`config.mk`:
```
export PLATFORM = sky130hd
export DESIGN_NAME = uart_tx_serializer
export DESIGN_NICKNAME = d
export VERILOG_FILES = /design/src/rtl/UART_MIKE_pkg.sv /design/src/rtl/uart_baud_tick.sv /design/src/rtl/uart_tx_serializer.sv
export SDC_FILE = /design/constraint.sdc
export NUM_CORES = 1
export LEC_CHECK = 0
export BUFFER_PORTS_ARGS = -buffer_cell sky130_fd_sc_hd__buf_2
export CORE_UTILIZATION = 40
export CTS_CLUSTER_DIAMETER = 100
export CTS_CLUSTER_SIZE = 28
export DETAILED_ROUTE_END_ITERATION = 10
export GPL_ROUTABILITY_DRIVEN = 0
export PLACE_DENSITY_LB_ADDON = 0.15
export SYNTH_ARGS = -nofsm -noshare
export SYNTH_HDL_FRONTEND = slang
export SYNTH_SLANG_ARGS = --single-unit
```
`constraint.sdc`:
```
create_clock -name clk -period 2.8 [get_ports clk]
set_input_delay 0.56 -clock clk [delete_from_list [all_inputs] [get_ports clk]]
set_output_delay 0.56 -clock clk [all_outputs]
set_load 0.005 [all_outputs]
```
`src/rtl/UART_MIKE_pkg.sv`:
```
// rtl/UART_MIKE_pkg.sv - shared state type and defaults for the UART transmit path
package UART_MIKE_pkg;

    typedef enum logic [2:0] {
        IDLE,
        START,
        DATA,
        PARITY,
        STOP
    } uart_tx_state_t;

    localparam int UART_CLKS_PER_BIT_DEFAULT = 5208;
    localparam int UART_DATA_BITS_DEFAULT    = 8;

endpackage

```
`src/rtl/uart_baud_tick.sv`:
```
// rtl/uart_baud_tick.sv - bit-period counter producing a one-cycle tick at terminal count
module uart_baud_tick
    import UART_MIKE_pkg::*;
#(
    parameter int CLKS_PER_BIT = UART_CLKS_PER_BIT_DEFAULT,
    parameter int CNT_W        = $clog2(CLKS_PER_BIT)
) (
    input  logic clk,
    input  logic rst,
    input  logic clr,
    input  logic en,
    output logic tick
);

    localparam logic [CNT_W-1:0] TERMINAL = CNT_W'(CLKS_PER_BIT - 1);

    logic [CNT_W-1:0] cnt;

    assign tick = en && (cnt == TERMINAL);

    always_ff @(posedge clk) begin
        if (rst || clr) begin
            cnt <= '0;
        end else if (en) begin
            cnt <= tick ? '0 : cnt + 1'b1;
        end
    end

endmodule

```
`src/rtl/uart_tx_serializer.sv`:
```
// rtl/uart_tx_serializer.sv - 8N1 (optional even parity) UART transmit serializer
module uart_tx_serializer
    import UART_MIKE_pkg::*;
#(
    parameter int CLKS_PER_BIT = UART_CLKS_PER_BIT_DEFAULT,
    parameter int DATA_BITS    = UART_DATA_BITS_DEFAULT,
    parameter int PARITY_EN    = 0,
    parameter int BIT_CNT_W    = $clog2(CLKS_PER_BIT)
) (
    input  logic                 clk,
    input  logic                 rst,
    input  logic                 tx_start,
    input  logic [DATA_BITS-1:0] tx_data,
    output logic                 tx,
    output logic                 tx_busy,
    output logic                 tx_done
);

    localparam int               IDX_W    = $clog2(DATA_BITS) + 1;
    localparam logic [IDX_W-1:0] LAST_IDX = IDX_W'(DATA_BITS - 1);

    uart_tx_state_t       state, state_next;
    logic [DATA_BITS-1:0] shift_q, shift_next;
    logic [IDX_W-1:0]     idx_q, idx_next;
    logic                 parity_q, parity_next;
    logic                 tx_q, tx_next;
    logic                 done_q, done_next;
    logic                 clr;
    logic                 tick;

    uart_baud_tick #(
        .CLKS_PER_BIT (CLKS_PER_BIT),
        .CNT_W        (BIT_CNT_W)
    ) u_baud_tick (
        .clk  (clk),
        .rst  (rst),
        .clr  (clr),
        .en   (state != IDLE),
        .tick (tick)
    );

    always_ff @(posedge clk) begin
        if (rst) begin
            state    <= IDLE;
            shift_q  <= '0;
            idx_q    <= '0;
            parity_q <= 1'b0;
            tx_q     <= 1'b1;
            done_q   <= 1'b0;
        end else begin
            state    <= state_next;
            shift_q  <= shift_next;
            idx_q    <= idx_next;
            parity_q <= parity_next;
            tx_q     <= tx_next;
            done_q   <= done_next;
        end
    end

    // tx_next is the level of the line in the cycle after this edge, so tx stays a pure flop
    always_comb begin
        state_next  = state;
        shift_next  = shift_q;
        idx_next    = idx_q;
        parity_next = parity_q;
        tx_next     = tx_q;
        done_next   = 1'b0;
        clr         = 1'b0;
        case (state)
            IDLE: begin
                tx_next = 1'b1;
                if (tx_start) begin
                    shift_next  = tx_data;
                    parity_next = ^tx_data;
                    idx_next    = '0;
                    clr         = 1'b1;
                    tx_next     = 1'b0;
                    state_next  = START;
                end
            end
            START: begin
                if (tick) begin
                    tx_next    = shift_q[0];
                    state_next = DATA;
                end
            end
            DATA: begin
                if (tick) begin
                    shift_next = shift_q >> 1;
                    idx_next   = idx_q + 1'b1;
                    if (idx_q == LAST_IDX) begin
                        state_next = (PARITY_EN != 0) ? PARITY : STOP;
                        tx_next    = (PARITY_EN != 0) ? parity_q : 1'b1;
                    end else begin
                        tx_next = shift_q[1];
                    end
                end
            end
            PARITY: begin
                if (tick) begin
                    tx_next    = 1'b1;
                    state_next = STOP;
                end
            end
            STOP: begin
                if (tick) begin
                    tx_next    = 1'b1;
                    done_next  = 1'b1;
                    state_next = IDLE;
                end
            end
            default: begin
                tx_next    = 1'b1;
                state_next = IDLE;
            end
        endcase
    end

    assign tx      = tx_q;
    assign tx_busy = (state != IDLE);
    assign tx_done = done_q;

endmodule

```
[Word-level counts from Yosys, hierarchy flattened]
Index checks and enable logic that the tools add are counted.
Storage, ports and cells
  register bits: 30
  bits of input ports: 11
  output and inout port bits: 3
  logic and storage cells: 55
Operators by class
  add/sub/neg operators: 2
  equality and inequality tests: 13
  mux-type cells: 23
  bitwise operators: 1
  reductions and logical operators: 10
Operator list (count)
  two-way mux 3 bit: 6
  two-way mux 8 bit: 2
  case mux 8 bit (2 select lines): 1
  case mux 3 bit (5 select lines): 1
  adder 13 x 1 -> 13 bit (second input constant): 1
  == test 13 bit (second input constant): 1
  two-way mux 13 bit: 1
  inequality test 2 x 1 -> 1 bit (second input constant): 5
  two-way mux 1 bit: 8
  two-way mux 4 bit: 2
  case mux 4 bit (2 select lines): 1
  == test 3 x 2 -> 1 bit (second input constant): 2
  AND reduction 3 bit: 2
  AND reduction 6 bit: 1
  adder 4 x 1 -> 4 bit (second input constant): 1
  == test 4 x 3 -> 1 bit (second input constant): 1
  inequality test 2 bit (second input constant): 2
  case mux 1 bit (4 select lines): 1
  OR reduction 2 bit: 2
  == test 3 x 1 -> 1 bit (second input constant): 1
  == test 3 bit (second input constant): 1
  zero test 3 bit: 1
  nonzero test 3 bit: 1
  nonzero test 2 bit: 1
  other kinds (3): 3

[Logic depth before layout (Yosys ltp)]
Gate-level depths: netlist of run 1.
  word-level depth: 4
  mapped depth: 7
  depth with buffers taken out: 5

[Modules after synthesis]
From an unflattened synthesis of run 1, not the netlist that was laid out.
Second synthesis, totals
  cells, all modules: 163
  area total of the unflattened synthesis: 1501.4 µm²
By module, submodules not included
  uart_tx_serializer: instances 1, cells an instance 93, area each 883.3 µm², seq. area each 340.3 µm²
  uart_baud_tick: instances 1, cells an instance 70, area each 618.1 µm², seq. area each 260.2 µm²

[Worst setup path before layout of run 1]
Ideal clock, no wire load.
  kind: register to register
  start: register u_baud_tick.cnt[0]
  end: register idx_q[3]
  setup time: 0.070 ns
  arrival time: 1.646 ns
  data required time: 2.730 ns
  setup slack: 1.083 ns
  stages on the path, launching flop included: 7
  buffers on the path: 1
  clock period less this slack: 1.717 ns
  path through: dfxtp_1 -> ha_1 -> and4b_1 -> clkbuf_2 -> nand3_2 -> or4b_1 -> a21oi_1
On the way
  longest elaborated chain between the ends: 4
RTL lines
  from (decl): line uart_baud_tick.sv:17  | logic [CNT_W-1:0] cnt;
  from (signal assigned): line uart_baud_tick.sv:25  | cnt <= tick ? '0 : cnt + 1'b1;
  == test 13 bit: line uart_baud_tick.sv:19  | assign tick = en && (cnt == TERMINAL);
  logical AND 1 bit: line uart_baud_tick.sv:19
  inequality test 2 x 1 -> 1 bit (no source line)
  AND reduction 3 bit (no source line)
  to (signal assigned): line uart_tx_serializer.sv:53  | idx_q <= idx_next;
  to (decl): line uart_tx_serializer.sv:24  | logic [IDX_W-1:0] idx_q, idx_next;
No other way between the ends.
A chain may end at the register's enable or synchronous reset.

[Final worst setup path of run 1]
  start: register state[0]
  end: output port tx_busy
On the way
  longest elaborated chain between the ends: 1
RTL lines
  from (decl): line uart_tx_serializer.sv:22  | uart_tx_state_t state, state_next;
  from (signal assigned): line uart_tx_serializer.sv:51  | state <= state_next;
  nonzero test 3 bit: line uart_tx_serializer.sv:120  | assign tx_busy = (state != IDLE);
  to (decl): line uart_tx_serializer.sv:15  | output logic tx_busy,
No other way between the ends.

==> results.json, run 1 <==
{
  "num-nets-final": 196,
  "rr_worst_depth": 5,
  "grt_overflow": 0,
  "cp_num_buf_inv": 2,
  "power_mw": 0.8487,
  "synthTopCellsByCount": "30 x dfxtp_1, 20 x nand2_1, 18 x nor2_1",
  "cts_setup_buffers": 0,
  "clock-sinks": 30,
  "design_area_mm2": 0.001642,
  "hold_start": "tx_data[4]",
  "setup_viol": 0,
  "worstHoldPathCells": 3,
  "core.rowCount": 21,
  "io_buffer_count": 13,
  "drive_above_1_share_pct": 15.22,
  "period_minus_slack_ns": 2.399,
  "netlist_area_mm2": 0.001461,
  "initial_core_util_pct": 42.78,
  "crit_slowest_cell": "nor3_1",
  "netlist.area_leader.share_pct": 41.10,
  "setup_slack_ns": 0.4008,
  "cp_max_fo": 13,
  "dpl_cell_area_mm2": 0.001559,
  "report.final.slew_viol_count": 0,
  "hpwlAfterDp_mm": 2.148,
  "hold_path_end": "shift_q[4]",
  "drt_iter0_markers": 32,
  "grt_first_pass_wirelength_mm": 5.195,
  "synth.ff_latch_count": 30,
  "path_delay_family": "simple AND/OR/NAND/NOR gates",
  "syn-num-nets": 183,
  "regToRegEndpoint": "idx_q[0]",
  "r2r_setup_slack_ns": 0.88,
  "drcViolationCount": 0,
  "antenna_found_initial": 0,
  "synth_area_leader_cell": "dfxtp_1",
  "ys_seq_area_share_pct": 41.10,
  "synth_area_leaders": "dfxtp_1 41%, xnor2_1 5.4%, nand2_1 5.1%",
  "synth_edf_count": 0,
  "timing.fmax_mhz": 416.8,
  "core_area_mm2": 0.003416,
  "ys.flop_type": "dfxtp_1",
  "power_leakage_nw": 0.5566,
  "clock_skew_ns": 0.007178,
  "wirelength_mm": 3.014,
  "area_growth_pct": 12.33,
  "ios": 14,
  "die_area_mm2": 0.003899,
  "start_kind": "register",
  "clk_pin_slew_ns": 0.10,
  "grt_pass1_vias": 1167,
  "synth_area_per_cell_um2": 8.596,
  "critPathMaxStageDelay_ns": 0.63,
  "clock_path_buffers": 2,
  "pre_cts_slack_ns": 0.8034,
  "grt_setup_unrepaired": "no",
  "synth.most_common_cell": "dfxtp_1",
  "worst_setup_path_end_kind": "output port",
  "clock_latency_ns": 0.33,
  "synth.distinct_cells": 44,
  "antenna_cells": 0,
  "antenna_left": 0,
  "async_flop_share_pct": 0,
  "routedWlPerCell_um": 13.10,
  "cts_buffers": 5,
  "cap_violations": 0,
  "power_density_mw_per_mm2": 517.0,
  "crit_arrival_ns": 1.84,
  "whs_ns": 0.4270,
  "period_share_pct": 85.68,
  "hold_viol": 0,
  "cts_tree": "done",
  "via_count": 1285,
  "grtUsageTotal_pct": 16.96,
  "fillCellCount": 360,
  "fin_setup_tns_ns": 0,
  "die_w_um": 62.45,
  "critPathKind": "register to output port",
  "dr.pass1.iters": 4,
  "tightest_slew_ns": 0.7676,
  "slew_headroom_pct": 48.39,
  "ys_warn_count": 0,
  "vias_per_cell": 5.587,
  "grt_start_max_net_pins": 21,
  "cts_hold_buffers": 0,
  "htree_levels": 2,
  "cp.required_ns": 2.24,
  "min-delay-path-class": "input port to register",
  "peakVddDrop_uv": 306.6,
  "die_height_um": 62.45,
  "outcome": "finished clean",
  "netlist_instances": 170,
  "path_cells": "nor3_1, inv_1, buf_2",
  "cts-resized-gates": 0,
  "clock_tree.root_cell": "clkbuf_4",
  "r2r-start": "u_baud_tick.cnt[0]"
}
registers in the layout, indices dropped and copies added, names as in the netlist:
signal,flops
tx_done,1
state,3
tx,1
shift_q,8
idx_q,4
u_baud_tick.cnt,13
final cells by class:
cell class	instances	area [um2]	share of cell area [%]
Inverter	3	11.26	0.6860
Clock inverter	3	45.04	2.744
Timing Repair Buffer	14	72.57	4.421
Multi-Input combinational cell	129	817.0	49.77
Clock buffer	5	37.54	2.287
Tap cell	46	57.56	3.506
Sequential cell	30	600.6	36.59
placed cells by master, fill, tap and decap left out, drive strengths merged, types with 2 or more instances in the layout:
cell type and instances:
nor4 4, buf 14, a211oi 2, nor2 18, a41oi 2, xor2 3
nand4 5, and3 2, clkinvlp 2, inv 3, clkbuf 5, nor4b 2
xnor2 9, nor3 4, o21ai 8, nand2b 9, o221ai 7, nor3b 3
nand2 20, ha 2, or4b 2, a21oi 9, nand3 3, dfxtp 30
cell families after synthesis:
logic type | after synthesis | synth area share [%]
AOI/OAI and AO/OA | 33 | 15.15
xor gates and xnor gates | 12 | 7.192
adders and majority gates | 2 | 1.712
buffers and inverters | 11 | 2.996
DFF | 30 | 41.10
muxes | 1 | 0.6850
and+or+nand+nor | 81 | 31.16
worst min-delay path: cells and delay by family:
| kind | cells | cell delay (ns) |
|---|---|---|
| buffers and inverters | 1 | 0.08 |
| AOI/OAI and AO/OA | 1 | 0.05 |
| and+or+nand+nor | 1 | 0.04 |
through the flow:
step                utilization [%]  cells
floorplan                         -    170
global placement              45.64    222
detailed placement            45.64    222
CTS                           48.06    230
global route                  48.06    230
finish                        48.06    230
power breakdown:
| part | switching, mW | leakage [nW] | internal [mW] |
|---|---|---|---|
| clock | 0.155 | 0.0374 | 0.187 |
| combinational | 0.0340 | 0.276 | 0.0257 |
| sequential | 0.00831 | 0.244 | 0.439 |
worst max path at each step:
stage / cells past startpoint / from / endpoint
finish: 3 / state[0] / tx_busy
global route: 3 / state[0] / tx_busy
CTS: 3 / state[0] / tx_busy
detailed placement: 3 / state[0] / tx_busy
global placement: 5 / u_baud_tick.cnt[0] / shift_q[6]
floorplan: 6 / u_baud_tick.cnt[0] / idx_q[3]
routing by layer:
| layer | global-route usage, % | up-vias | wire (um) | part of all wire (%) |
|---|---|---|---|---|
| met1 | 22.35 | 602 | 1473 | 49 |
| met2 | 24.73 | 43 | 1334 | 44 |
| met4 | 8.140 | 0 | 46 | 1.5 |
| met5 | 0 | - | 0 | 0 |
| li1 | - | 636 | - | - |
| met3 | 5.657 | 4 | 160 | 5.3 |
No activity file was read; power rests on OpenSTA's default activity.
==> inputs of run 2 (changes only) <==
--- a/config.mk
+++ b/config.mk
@@ -11,6 +11,7 @@
 export CTS_CLUSTER_SIZE = 28
 export DETAILED_ROUTE_END_ITERATION = 10
 export GPL_ROUTABILITY_DRIVEN = 0
+export GPL_TIMING_DRIVEN = 0
 export PLACE_DENSITY_LB_ADDON = 0.15
 export SYNTH_ARGS = -nofsm -noshare
 export SYNTH_HDL_FRONTEND = slang
==> run 2 against run 1 <==
Effect of this change: clock skew is 0.0035 ns higher; die area stayed put; global-route usage is 0.24 points higher; flip-flop and latch count stayed put; worst setup slack worse by 0.0077 ns.
==> results.json, run 2 (synthesis results as in run 1) <==
{
  "reg.largest.list": "u_baud_tick.cnt x13, shift_q x8, idx_q x4",
  "cp_max_fo": 7,
  "die_w_um": 62.45,
  "antenna_cells": 0,
  "tightest_slew_ns": 0.7772,
  "crit_arrival_ns": 1.85,
  "timing.fmax_mhz": 415.5,
  "grt_start_max_net_pins": 11,
  "clock-sinks": 30,
  "p_comb_share_pct": 8.6,
  "num-nets-final": 203,
  "drt_iter0_markers": 51,
  "switching_power_mw": 0.1924,
  "antenna_left": 0,
  "top_register": "u_baud_tick.cnt",
  "p_seq_share_pct": 59.4,
  "clock_tree.root_cell": "clkbuf_4",
  "switching_share_pct": 25.74,
  "dp.cells": 229,
  "wl_met3_um": 158,
  "routedWlPerCell_um": 12.43,
  "cp.required_ns": 2.24,
  "dr.pass1.iters": 4,
  "setup_viol": 0,
  "drive_above_1_share_pct": 14.74,
  "maxUsedRoutingLayer": "met4",
  "cts_tree": "done",
  "critPathKind": "register to output port",
  "start_kind": "register",
  "fillCellCount": 350,
  "antenna_found_initial": 0,
  "postLayoutCoreUtil_pct": 47.77,
  "wl_met2_mm": 1.233,
  "initial_core_util_pct": 42.78,
  "core.rowCount": 21,
  "power_density_mw_per_mm2": 458.0,
  "hpwlAfterDp_mm": 2.134,
  "cts_hold_buffers": 0,
  "drcViolationCount": 0,
  "report.final.slew_viol_count": 0,
  "die_height_um": 62.45,
  "die_area_mm2": 0.003899,
  "via_count": 1304,
  "grt_pass1_vias": 1186,
  "cts-resized-gates": 0,
  "clk_pin_slew_ns": 0.10,
  "ios": 14,
  "internal_power_mw": 0.5549,
  "hold_viol": 0,
  "grt_overflow": 0,
  "clock_skew_ns": 0.01067,
  "area_growth_pct": 11.64,
  "cap_violations": 0,
  "slew_headroom_pct": 47.79,
  "period_minus_slack_ns": 2.407,
  "io_buffer_count": 13,
  "fin_setup_tns_ns": 0,
  "peakVddDrop_uv": 188.9,
  "largest_register_ffs": 13,
  "grt_first_pass_wirelength_mm": 5.209,
  "clock_path_buffers": 2,
  "vias_per_cell": 5.525,
  "worst_setup_path_end_kind": "output port",
  "power_leakage_nw": 0.5605,
  "clock_latency_ns": 0.34,
  "final_common_cell": "dfxtp_1",
  "wirelength_mm": 2.934,
  "whs_ns": 0.4179,
  "htree_levels": 2,
  "mostFrequentLayoutCells": "30 x dfxtp_1, 20 x nand2_1, 18 x nor2_1",
  "core_area_mm2": 0.003416,
  "grtUsageTotal_pct": 17.20,
  "outcome": "finished clean",
  "cts_buffers": 5,
  "finalNonFillerCells": 236,
  "grt_setup_unrepaired": "no",
  "min-delay-path-class": "input port to register",
  "cts_setup_buffers": 0,
  "period_share_pct": 85.96,
  "met1_length_mm": 1.466,
  "pwr-share-clk_pct": 32.0
}
-- run 2: final cells by class --
| cell class | instances | area, um2 | area share (%) |
|---|---|---|---|
| inverter | 3 | 11.26 | 0.6902 |
| clock buffer | 5 | 37.54 | 2.301 |
| tap | 46 | 57.56 | 3.528 |
| sequential | 30 | 600.6 | 36.81 |
| buffer | 8 | 32.53 | 1.994 |
| clock inverter | 2 | 10.01 | 0.6135 |
| multi-input combinational | 129 | 817.0 | 50.08 |
| timing repair buffer | 13 | 65.06 | 3.988 |
-- run 2: per-layer routing --
metal  vias to the layer above  GRT usage (%)
li1                        660              -
met1                       598          22.53
met2                        37          24.46
met3                         9          6.569
met4                         0          8.721
met5                         -              0
-- run 2: worst max-delay path, stage by stage (launching register included) --
cell and delay, ns:
dfxtp_1 0.35, nor3_1 0.65, inv_1 0.30, buf_2 0.21
-- run 2: worst paths after layout --
path / slack (ns) / cells past startpoint / start / endpoint
worst max register to register: 0.79 / 7 / u_baud_tick.cnt[0] / u_baud_tick.cnt[5]
worst max-delay path: 0.39 / 3 / state[1] / tx_busy
worst min-delay path: 0.42 / 3 / tx_data[5] / shift_q[5]
worst min register to register: 0.49 / 2 / u_baud_tick.cnt[1] / u_baud_tick.cnt[1]
-- run 2: power by group through the flow --
stage	registers (mW)	logic (mW)	clock network, mW
2_1_floorplan	0.453	0.0432	0
3_3_place_gp	0.454	0.0632	0
3_5_place_dp	0.454	0.0639	0
4_1_cts	0.444	0.0644	0.248
5_1_grt	0.446	0.0729	0.266
6_report	0.444	0.0641	0.239
-- run 2: per-stage QoR --
| step | total power, mW | setup slack (ns) | area, um2 |
|---|---|---|---|
| 2_1_floorplan | 0.4963 | 1.083 | 1461 |
| 3_3_place_gp | 0.5168 | 0.8000 | 1584 |
| 3_5_place_dp | 0.5182 | 0.7961 | 1584 |
| 4_1_cts | 0.7568 | 0.4179 | 1632 |
| 5_1_grt | 0.7849 | 0.2414 | 1632 |
| 6_report | 0.7473 | 0.3931 | 1632 |
==> inputs of run 3 (changes only) <==
--- a/config.mk
+++ b/config.mk
@@ -15,4 +15,5 @@
 export PLACE_DENSITY_LB_ADDON = 0.15
 export SYNTH_ARGS = -nofsm -noshare
 export SYNTH_HDL_FRONTEND = slang
+export SYNTH_HIERARCHICAL = 1
 export SYNTH_SLANG_ARGS = --single-unit
==> run 3 against run 2 <==
Effect of this change: die area grew 2.6%; combinational power increased by 34%; fmax down 4.5%; non-clock buffer count rose by 1; critical endpoint is now shift_q[5]; largest cell class unchanged.
==> results.json, run 3 <==
{
  "wirelength_mm": 2.915,
  "vias_per_cell": 5.400,
  "core.rowCount": 21,
  "area_growth_pct": 14.25,
  "cts-resized-gates": 0,
  "hold_viol": 0,
  "antenna_cells": 0,
  "timing.fmax_mhz": 396.8,
  "cts_buffers": 5,
  "synth_edf_count": 0,
  "mostFrequentLayoutCells": "30 x dfxtp_1, 28 x nor2_1, 16 x buf_2",
  "reg.largest.list": "u_baud_tick/cnt x13, shift_q x8, idx_q x4",
  "die_height_um": 63.27,
  "clock_latency_ns": 0.28,
  "grtUsageTotal_pct": 16.27,
  "critPathKind": "register to register",
  "path_cells": "buf_2, or3_1, and3_1, nand2_1, nor4_1, buf_2, mux2_4, and2_4, buf_6, nor2_1, a211oi_2",
  "slew_headroom_pct": 62.65,
  "ys.flop_type": "dfxtp_1",
  "critPathMaxStageDelay_ns": 0.53,
  "crit_slowest_cell": "or3_1",
  "largest_register_ffs": 13,
  "min-delay-path-class": "input port to register",
  "die_w_um": 63.27,
  "synth_area_leader_cell": "dfxtp_1",
  "clock_skew_ns": 0.009484,
  "synth.most_common_cell": "dfxtp_1",
  "io_buffer_count": 13,
  "start_kind": "register",
  "tightest_slew_ns": 0.5602,
  "ios": 14,
  "power_leakage_nw": 0.6108,
  "peakVddDrop_uv": 382.4,
  "report.final.slew_viol_count": 0,
  "clock-sinks": 30,
  "synth_area_leaders": "dfxtp_1 40%, nor2_1 7.0%, a211oi_2 5.8%",
  "hpwlAfterDp_mm": 2.036,
  "top_register": "u_baud_tick/cnt",
  "finalNonFillerCells": 230,
  "via_count": 1242,
  "cts_tree": "done",
  "netlist_instances": 163,
  "period_minus_slack_ns": 2.520,
  "antenna_found_initial": 0,
  "dr.pass1.iters": 4,
  "die_area_mm2": 0.004002,
  "async_flop_share_pct": 0,
  "routedWlPerCell_um": 12.67,
  "cts_setup_buffers": 0,
  "drt_iter0_markers": 52,
  "power_density_mw_per_mm2": 516.3,
  "period_share_pct": 90.00,
  "cp_max_fo": 10,
  "synthTopCellsByCount": "30 x dfxtp_1, 28 x nor2_1, 12 x nand2_1",
  "num-nets-final": 196,
  "crit_arrival_ns": 2.66,
  "ys_seq_area_share_pct": 40.00,
  "final_common_cell": "dfxtp_1",
  "grt_first_pass_wirelength_mm": 4.981,
  "dp.cells": 222,
  "synth.ff_latch_count": 30,
  "drive_above_1_share_pct": 22.28,
  "grt_setup_unrepaired": "no",
  "netlist_area_mm2": 0.001501,
  "clock_path_buffers": 2,
  "ys_warn_count": 6,
  "fillCellCount": 349,
  "cts_hold_buffers": 0,
  "initial_core_util_pct": 43.29,
  "drcViolationCount": 0,
  "synth_area_per_cell_um2": 9.211,
  "setup_viol": 0,
  "clock_tree.root_cell": "clkbuf_8",
  "synth.distinct_cells": 41,
  "grt_overflow": 0,
  "grt_start_max_net_pins": 11,
  "cap_violations": 0,
  "core_area_mm2": 0.003468,
  "htree_levels": 2,
  "setup_slack_ns": 0.2801,
  "worst_setup_path_end_kind": "register",
  "pre_cts_slack_ns": 0.2878,
  "fin_setup_tns_ns": 0,
  "cp.required_ns": 2.94,
  "grt_pass1_vias": 1112,
  "cp_common_cell": "buf_2",
  "clk_pin_slew_ns": 0.06,
  "antenna_left": 0,
  "syn-num-nets": 176,
  "outcome": "finished clean",
  "netlist.area_leader.share_pct": 40.00
}
==> run 3: metrics by stage <==
step                area, um2  util (%)  hold WS [ns]  total power [mW]
global route             1715     49.46        0.4855            0.9269
detailed placement       1624     46.83        0.4871            0.5444
global placement         1624     46.83        0.4775            0.5414
CTS                      1715     49.46        0.4781            0.8943
floorplan                1501         -        0.4636            0.5207
finish                   1715     49.46        0.4835            0.8857
==> run 3: path summary, 6_finish.rpt <==
| path | startpoint | end | slack, ns | depth (start not counted) |
|---|---|---|---|---|
| max | state[0] | shift_q[5] | 0.28 | 11 |
| min | rst | u_baud_tick/cnt[2] | 0.48 | 2 |
| max reg2reg | state[0] | shift_q[5] | 0.28 | 11 |
| min reg2reg | u_baud_tick/cnt[1] | u_baud_tick/cnt[1] | 0.50 | 2 |
==> run 3: layout make-up <==
class	instances	area [um2]	share of cell area [%]
multi-input cells	121	825.8	48.14
flip-flops and latches	30	600.6	35.01
clock buffers	7	86.33	5.033
repair buffers	13	65.06	3.793
plain buffers	9	63.81	3.720
well taps	46	57.56	3.355
inverters	3	11.26	0.6565
clock inverters	1	5.005	0.2918
==> run 3: critical path, delay by kind of cell, from the launching register on <==
kind	cells	cell delay (ns)
DFF	1	0.30
and+or+nand+nor	6	1.24
AOI/OAI and AO/OA	1	0.06
buffers and inverters	3	0.50
muxes	1	0.29
==> run 3: cell families (layout without fill, tap and decap cells) <==
kind of cell | after synthesis | count (layout) | synth area share (%)
adder cells (fa/ha/maj) | 2 | 2 | 1.666
flip-flops | 30 | 30 | 40.00
AO/OA/AOI/OAI | 21 | 21 | 13.75
AND/OR/NAND/NOR | 77 | 77 | 26.33
buffers and inverters | 12 | 33 | 4.999
XOR/XNOR | 13 | 13 | 7.583
multiplexers | 8 | 8 | 5.667
==> run 3: power breakdown <==
group / switching, mW / internal (mW)
Clock: 0.153 / 0.198
Combinational: 0.0475 / 0.0385
Sequential: 0.00813 / 0.441
==> run 3: layer usage <==
metal	part of all wire, %	up-vias	routed length (um)	GRT usage (%)
met5	0	-	0	0
met1	49	599	1430	22.25
met2	44	26	1283	23.12
li1	-	609	-	-
met3	5.0	8	146	4.891
met4	1.9	0	55	7.670
